### src/rtl/fetch_unit_pkg.sv
// Shared core definitions for the instruction fetch unit: NOP encoding, reset vector, FSM states.
package fetch_unit_pkg;

  localparam logic [31:0] Nop              = 32'h0000_0013;
  localparam logic [31:0] DefaultResetAddr = 32'h8000_0000;

  typedef enum logic [2:0] {
    StIdle,
    StReq,
    StValid,
    StAbort,
    StErr
  } fetch_state_e;

endpackage

### src/rtl/fetch_pc.sv
// Fetch program counter: holds the next fetch address, advances by 4 or loads a redirect target.
// Honours FETCH_MISALIGN_CHECK_EN: when undefined the low two target bits are cleared.
module fetch_pc
  import fetch_unit_pkg::*;
#(
  parameter logic [31:0] RESET_ADDR = DefaultResetAddr
) (
  input  logic        clk_i,
  input  logic        rst_i,
  input  logic        load_i,
  input  logic [31:0] load_pc_i,
  input  logic        advance_i,
  output logic [31:0] pc_o
);

  logic [31:0] pc_q, pc_d;
  logic [31:0] target;

  always_comb begin
`ifdef FETCH_MISALIGN_CHECK_EN
    // Misaligned targets never reach here; the top diverts them to the error path.
    target = load_pc_i;
`else
    target = load_pc_i & ~32'h0000_0003;
`endif
  end

  always_comb begin
    pc_d = pc_q;
    if (load_i) begin
      pc_d = target;
    end else if (advance_i) begin
      pc_d = pc_q + 32'd4;
    end
  end

  always_ff @(posedge clk_i) begin
    if (rst_i) begin
      pc_q <= RESET_ADDR;
    end else begin
      pc_q <= pc_d;
    end
  end

  assign pc_o = pc_q;

endmodule

### src/rtl/fetch_unit.sv
// Single-outstanding Wishbone instruction fetch unit with redirect/abort handling.
// Optional misaligned-redirect fault reporting is enabled by defining FETCH_MISALIGN_CHECK_EN.
module fetch_unit
  import fetch_unit_pkg::*;
#(
  parameter logic [31:0] RESET_ADDR = DefaultResetAddr
) (
  input  logic        clk_i,
  input  logic        rst_i,
  input  logic        stall_i,
  input  logic        redirect_i,
  input  logic [31:0] redirect_pc_i,
  output logic [31:0] iwbm_addr_o,
  output logic        iwbm_cyc_o,
  output logic        iwbm_stb_o,
  input  logic [31:0] iwbm_dat_i,
  input  logic        iwbm_ack_i,
  input  logic        iwbm_err_i,
  output logic [31:0] instruction_o,
  output logic [31:0] pc_o,
  output logic        valid_o,
  output logic        e_fetch_err_o,
  output logic        e_inst_misaligned_o
);

  fetch_state_e state_q, state_d;

  logic [31:0] pc_q;
  logic [31:0] abort_adr_q, abort_adr_d;
  logic [31:0] instr_q, instr_d;
  logic [31:0] pc_out_q, pc_out_d;
  logic        valid_q, valid_d;
  logic        ferr_q, ferr_d;
  logic        pc_load, pc_advance;
  logic        bus_done;
  logic        misaligned;

  assign bus_done = iwbm_ack_i | iwbm_err_i;

  always_comb begin
`ifdef FETCH_MISALIGN_CHECK_EN
    misaligned = redirect_i && (redirect_pc_i[1:0] != 2'b00);
`else
    misaligned = 1'b0;
`endif
  end

  fetch_pc #(
    .RESET_ADDR(RESET_ADDR)
  ) u_fetch_pc (
    .clk_i    (clk_i),
    .rst_i    (rst_i),
    .load_i   (pc_load),
    .load_pc_i(redirect_pc_i),
    .advance_i(pc_advance),
    .pc_o     (pc_q)
  );

  always_comb begin
    state_d     = state_q;
    abort_adr_d = abort_adr_q;
    instr_d     = instr_q;
    pc_out_d    = pc_out_q;
    valid_d     = valid_q;
    ferr_d      = ferr_q;
    pc_load     = 1'b0;
    pc_advance  = 1'b0;

    if (redirect_i) begin
      valid_d = 1'b0;
      ferr_d  = 1'b0;
      if (misaligned) begin
        // Fault is reported as a held entry; no bus cycle is issued for the bad target.
        valid_d  = 1'b1;
        pc_out_d = redirect_pc_i;
        instr_d  = Nop;
        state_d  = StErr;
      end else begin
        pc_load = 1'b1;
        unique case (state_q)
          StReq: begin
            if (bus_done) begin
              state_d = StReq;
            end else begin
              state_d     = StAbort;
              abort_adr_d = pc_q;
            end
          end
          StAbort: state_d = bus_done ? StReq : StAbort;
          default: state_d = StReq;
        endcase
      end
    end else begin
      unique case (state_q)
        StIdle: state_d = StReq;
        StReq: begin
          if (iwbm_ack_i) begin
            instr_d    = iwbm_dat_i;
            pc_out_d   = pc_q;
            valid_d    = 1'b1;
            pc_advance = 1'b1;
            state_d    = StValid;
          end else if (iwbm_err_i) begin
            instr_d  = Nop;
            pc_out_d = pc_q;
            valid_d  = 1'b1;
            ferr_d   = 1'b1;
            state_d  = StErr;
          end
        end
        StValid: begin
          if (!stall_i) begin
            valid_d = 1'b0;
            state_d = StReq;
          end
        end
        StErr: begin
          // Parked until a redirect; consuming the entry only retires valid.
          if (!stall_i) begin
            valid_d = 1'b0;
          end
        end
        StAbort: begin
          if (bus_done) begin
            state_d = StReq;
          end
        end
        default: state_d = StIdle;
      endcase
    end
  end

  always_ff @(posedge clk_i) begin
    if (rst_i) begin
      state_q     <= StIdle;
      abort_adr_q <= RESET_ADDR;
      instr_q     <= Nop;
      pc_out_q    <= RESET_ADDR;
      valid_q     <= 1'b0;
      ferr_q      <= 1'b0;
    end else begin
      state_q     <= state_d;
      abort_adr_q <= abort_adr_d;
      instr_q     <= instr_d;
      pc_out_q    <= pc_out_d;
      valid_q     <= valid_d;
      ferr_q      <= ferr_d;
    end
  end

`ifdef FETCH_MISALIGN_CHECK_EN
  logic mis_q, mis_d;

  always_comb begin
    mis_d = mis_q;
    if (redirect_i) begin
      mis_d = misaligned;
    end
  end

  always_ff @(posedge clk_i) begin
    if (rst_i) begin
      mis_q <= 1'b0;
    end else begin
      mis_q <= mis_d;
    end
  end

  assign e_inst_misaligned_o = mis_q;
`else
  assign e_inst_misaligned_o = 1'b0;
`endif

  // The aborted cycle must keep its original address until the slave completes it.
  assign iwbm_cyc_o    = (state_q == StReq) || (state_q == StAbort);
  assign iwbm_stb_o    = iwbm_cyc_o;
  assign iwbm_addr_o   = (state_q == StAbort) ? abort_adr_q : pc_q;
  assign instruction_o = instr_q;
  assign pc_o          = pc_out_q;
  assign valid_o       = valid_q;
  assign e_fetch_err_o = ferr_q;

endmodule

### config.mk
export PLATFORM = sky130hd
export DESIGN_NAME = fetch_unit
export DESIGN_NICKNAME = d
export VERILOG_FILES = /design/src/rtl/fetch_unit_pkg.sv /design/src/rtl/fetch_pc.sv /design/src/rtl/fetch_unit.sv
export SDC_FILE = /design/constraint.sdc
export NUM_CORES = 1
export LEC_CHECK = 0
export CAP_MARGIN = 20
export CORE_MARGIN = 2
export CORE_UTILIZATION = 44
export CTS_BUF_LIST = sky130_fd_sc_hd__clkbuf_8
export CTS_CLUSTER_DIAMETER = 30
export CTS_CLUSTER_SIZE = 25
export DETAILED_ROUTE_END_ITERATION = 8
export MAX_ROUTING_LAYER = met4
export PLACE_DENSITY = 0.78
export SLEW_MARGIN = 20
export SYNTH_ARGS = -nofsm -noshare
export SYNTH_HDL_FRONTEND = slang
export SYNTH_SLANG_ARGS = --single-unit
### constraint.sdc
create_clock -name clk_i -period 2.03 [get_ports clk_i]
set_clock_uncertainty 0.05 [all_clocks]
set_input_delay 0.406 -clock clk_i [delete_from_list [all_inputs] [get_ports clk_i]]
set_output_delay 0.406 -clock clk_i [all_outputs]
set_load 0.01 [all_outputs]
==> flow_metrics.py <==
metrics = {
    "clock_tree": {
        "clock_latency_ns": 0.45,
        "clkSinkCount": 127,
        "cts.root.buffer_cell": "sky130_fd_sc_hd__clkbuf_8",
        "cts_made_buffers": 17,
        "path_clk_slew_ns": 0.07,
        "cts-htree-levels": 4,
        "cts_tree": "done",
        "clockBufferDepth": 2,
    },
    "critical_path": {
        "timing.critical_path.fanout_max": 9,
        "path_class": "flip-flop to output port",
        "critical_path_required_time_ns": 1.57,
        "cpLargestDelayFamily": "buffers and inverters",
        "cp_common_cell": "sky130_fd_sc_hd__buf_6",
        "critPathArrivalTime_ns": 1.72,
        "cp.buffers_inverters": 3,
        "sort_of_element_at_the_end_of_the_critical_path": "output port",
        "startpoint_type": "flip-flop",
        "worst_path_max_delay_cell": "sky130_fd_sc_hd__mux2_2",
        "cpPeakStageDelay_ns": 0.35,
        "cp_cell_sequence": "nor2b_4 -> nand2_4 -> buf_6 -> buf_12 -> mux2_2 -> buf_6",
    },
    "hold_path": {
        "hold_path_class": "primary input to flip-flop",
    },
    "yosys": {
        "yosysTopAreaCellShare_pct": 44.3,
        "synth.area.top_cells": "sky130_fd_sc_hd__dfxtp_1 44%, sky130_fd_sc_hd__nand2_1 10%, sky130_fd_sc_hd__a21oi_1 8.1%",
        "edff_count_synth": 0,
        "mappedNetlistArea_sq_um": 5730,
        "yosys.cell_count.top_type": "sky130_fd_sc_hd__nand2_1",
        "sequential_fraction_of_the_synthesis_area_pct": 44.3,
        "synthesis.yosys.warnings": 0,
        "post_synthesis_register_bit_count": 127,
        "cells_after_synth": 721,
        "synthesis.area_per_instance_sq_um": 7.95,
        "synth.cells.most_frequent": "160 x sky130_fd_sc_hd__nand2_1, 127 x sky130_fd_sc_hd__dfxtp_1, 93 x sky130_fd_sc_hd__a21oi_1",
        "synth-async-reset-ratio_pct": 0,
        "synth_ff_type": "sky130_fd_sc_hd__dfxtp_1",
        "synth_cell_types": 46,
        "synth_top_cell_by_area": "sky130_fd_sc_hd__dfxtp_1",
    },
    "grt": {
        "groute.usage.overall_pct": 24.7,
        "grt-ovfl-total": 0,
        "grt_first_pass_wirelength_um": 27100,
        "number_of_global_route_vias_before_repair": 5442,
        "grt_antenna_before_repair": 0,
        "grt_max_degree": 74,
    },
    "layout": {
        "syn2layout_area_growth_pct": 50.8,
        "number_of_antenna_repair_diodes": 0,
        "fin_nets": 981,
        "design_area_sq_um": 8640,
        "final_core_util_pct": 68.2,
        "drive_above_1_share_pct": 21.2,
        "final-instance-count-excl-fill": 1095,
    },
    "power_and_ir_drop": {
        "power-per-cell-area_nw_per_um2": 713,
        "total_switching_power_w": 0.00152,
        "static_power_due_to_leakage_nw": 3.16,
        "max-vdd-ir-drop_mv": 0.391,
        "p_sw_share_pct": 24.7,
        "clock_power_share_pct": 41.1,
        "cell_internal_pwr_w": 0.00464,
        "power_frac_seq_pct": 43.0,
        "power_frac_comb_pct": 15.9,
    },
    "die": {
        "die_w_um": 118,
        "initial_core_utilization_pct": 45.3,
        "die_height_um": 118,
        "number_of_placement_rows": 41,
        "floorplan.die_area_sq_um": 14000,
        "coreArea_sq_um": 12700,
        "pin_count": 171,
    },
    "place": {
        "place_inst": 1055,
        "dp_hpwl_um": 11600,
        "detailedPlace.worstSlack_ns": -0.454,
        "placement.io_buffers": 163,
        "dpl-instance-area_sq_um": 7900,
        "place.gp.congestion": 0.893,
    },
    "drt": {
        "drt-total-wl_um": 17100,
        "wl_per_cell_um": 15.7,
        "vias": 5818,
        "via_per_inst": 5.31,
        "detail-route-antenna-nets": 0,
        "drc": 0,
        "first_pass_iters": 5,
        "drt_first_iter_violations": 339,
    },
    "timing": {
        "final_period_minus_worst_setup_slack_ns": 2.18,
        "fin_hold_ws_ns": 0.317,
        "period_share_pct": 107,
        "setup_slack_ns": -0.146,
        "max_clock_freq_mhz": 460,
        "timing.final.max_slew_violations": 0,
        "hold_violations": 0,
        "setup_violation_total_in_the_final_timing_report": 30,
        "grt_setup_unrepaired": "yes",
    },
    "status": {
        "violations": "negative setup slack",
        "outcome": "finished, violations left",
    },
    "job": {
        "max-cap-violations": 0,
    },
}
==> cells in the final DEF, fill, tap and decap left out, drive strengths merged, types with 4 or more instances in the layout <==
cell | netlist | routed
nand2 | 160 | 160
and3 | 4 | 4
o21bai | 4 | 4
nor2 | 37 | 37
o21ai | 6 | 6
o31ai | 9 | 9
nor3b | 7 | 7
inv | 8 | 8
nor4 | 8 | 8
and4 | 4 | 4
a211oi | 14 | 14
nor3 | 4 | 4
a21oi | 93 | 93
conb | 1 | 5
clkdlybuf4s50 | 0 | 130
bufinv | 0 | 4
nand3 | 49 | 49
buf | 20 | 107
xor2 | 7 | 7
or3 | 4 | 4
mux2 | 30 | 30
or4 | 13 | 13
a311oi | 12 | 12
xnor2 | 4 | 4
clkbuf | 54 | 24
dfxtp | 127 | 127
nand4 | 14 | 14
==> power groups by stage <==
stage / Clock [W] / Combinational [W] / Sequential, W
after floorplan: 0 / 0.000413 / 0.00271
after global placement: 0 / 0.000906 / 0.00270
after detailed placement: 0 / 0.000913 / 0.00270
after CTS: 0.00258 / 0.000957 / 0.00265
after global routing: 0.00271 / 0.00105 / 0.00266
final: 0.00253 / 0.000980 / 0.00265
==> metal layers <==
| layer | share of wire [%] | track usage (%) |
|---|---|---|
| met1 | 45 | 31.3 |
| met2 | 47 | 38.7 |
| met3 | 6.0 | 5.74 |
| met4 | 2.0 | 8.43 |
| met5 | 0 | - |
==> state kept, by name, summed over array words and instances (netlist names) <==
name,cells
pc_o,30
valid_o,1
instruction_o,32
abort_adr_q,30
u_fetch_pc.pc_o,30
e_fetch_err_o,1
state_q,3
==> cell families after synthesis <==
logic type,Yosys count,share of synthesized area [%]
flip-flops,127,44.3
XOR/XNOR,11,1.68
other,1,0.0654
AO/OA/AOI/OAI,149,15.5
adder cells (fa/ha/maj),1,0.218
multiplexers,30,5.89
AND/OR/NAND/NOR,320,26.2
buffers and inverters,82,6.02
==> what timing repair did <==
action | CTS | global route
setup buffers | 4 | 4
cloned | 2 | 1
hold buffers | 0 | 0
endpoints found under the setup margin | 65 | 77
resized for setup | 164 | 28
pin swaps | 0 | 8
==> path summary, 6_finish.rpt <==
kind	cells after the start	slack [ns]	from	end
worst min register to register	2	0.40	instruction_o[24]	instruction_o[24]
worst max register to register	6	0.05	state_q[2]	u_fetch_pc.pc_o[29]
worst max-delay path	6	-0.15	state_q[0]	iwbm_addr_o[14]
worst min-delay path	2	0.32	rst_i	abort_adr_q[15]
==> layout make-up <==
class                   instances  area (sq um)
clock buffers                  23           317
inverters                       8          30.0
clock inverters                 9           153
well taps                     172           215
fillers                      1049          4030
repair buffers                240          2410
flip-flops and latches        127          2550
multi-input cells             516          2970
==> worst register-to-register path, stage by stage (launching register included) <==
cell,delay [ns]
sky130_fd_sc_hd__dfxtp_2,0.34
sky130_fd_sc_hd__buf_4,0.14
sky130_fd_sc_hd__and4bb_2,0.35
sky130_fd_sc_hd__nand3_1,0.11
sky130_fd_sc_hd__buf_6,0.16
sky130_fd_sc_hd__or4_1,0.49
sky130_fd_sc_hd__a311oi_1,0.26
==> through the flow <==
stage	TNS [ns]	total power [W]
after floorplan	-0.644	0.00312
after global placement	-26.44	0.00361
after detailed placement	-27.44	0.00362
after CTS	-4.62	0.00618
after global routing	-4.82	0.00642
final	-2.50	0.00616
Note: power is estimated with default switching activity, not from simulation.
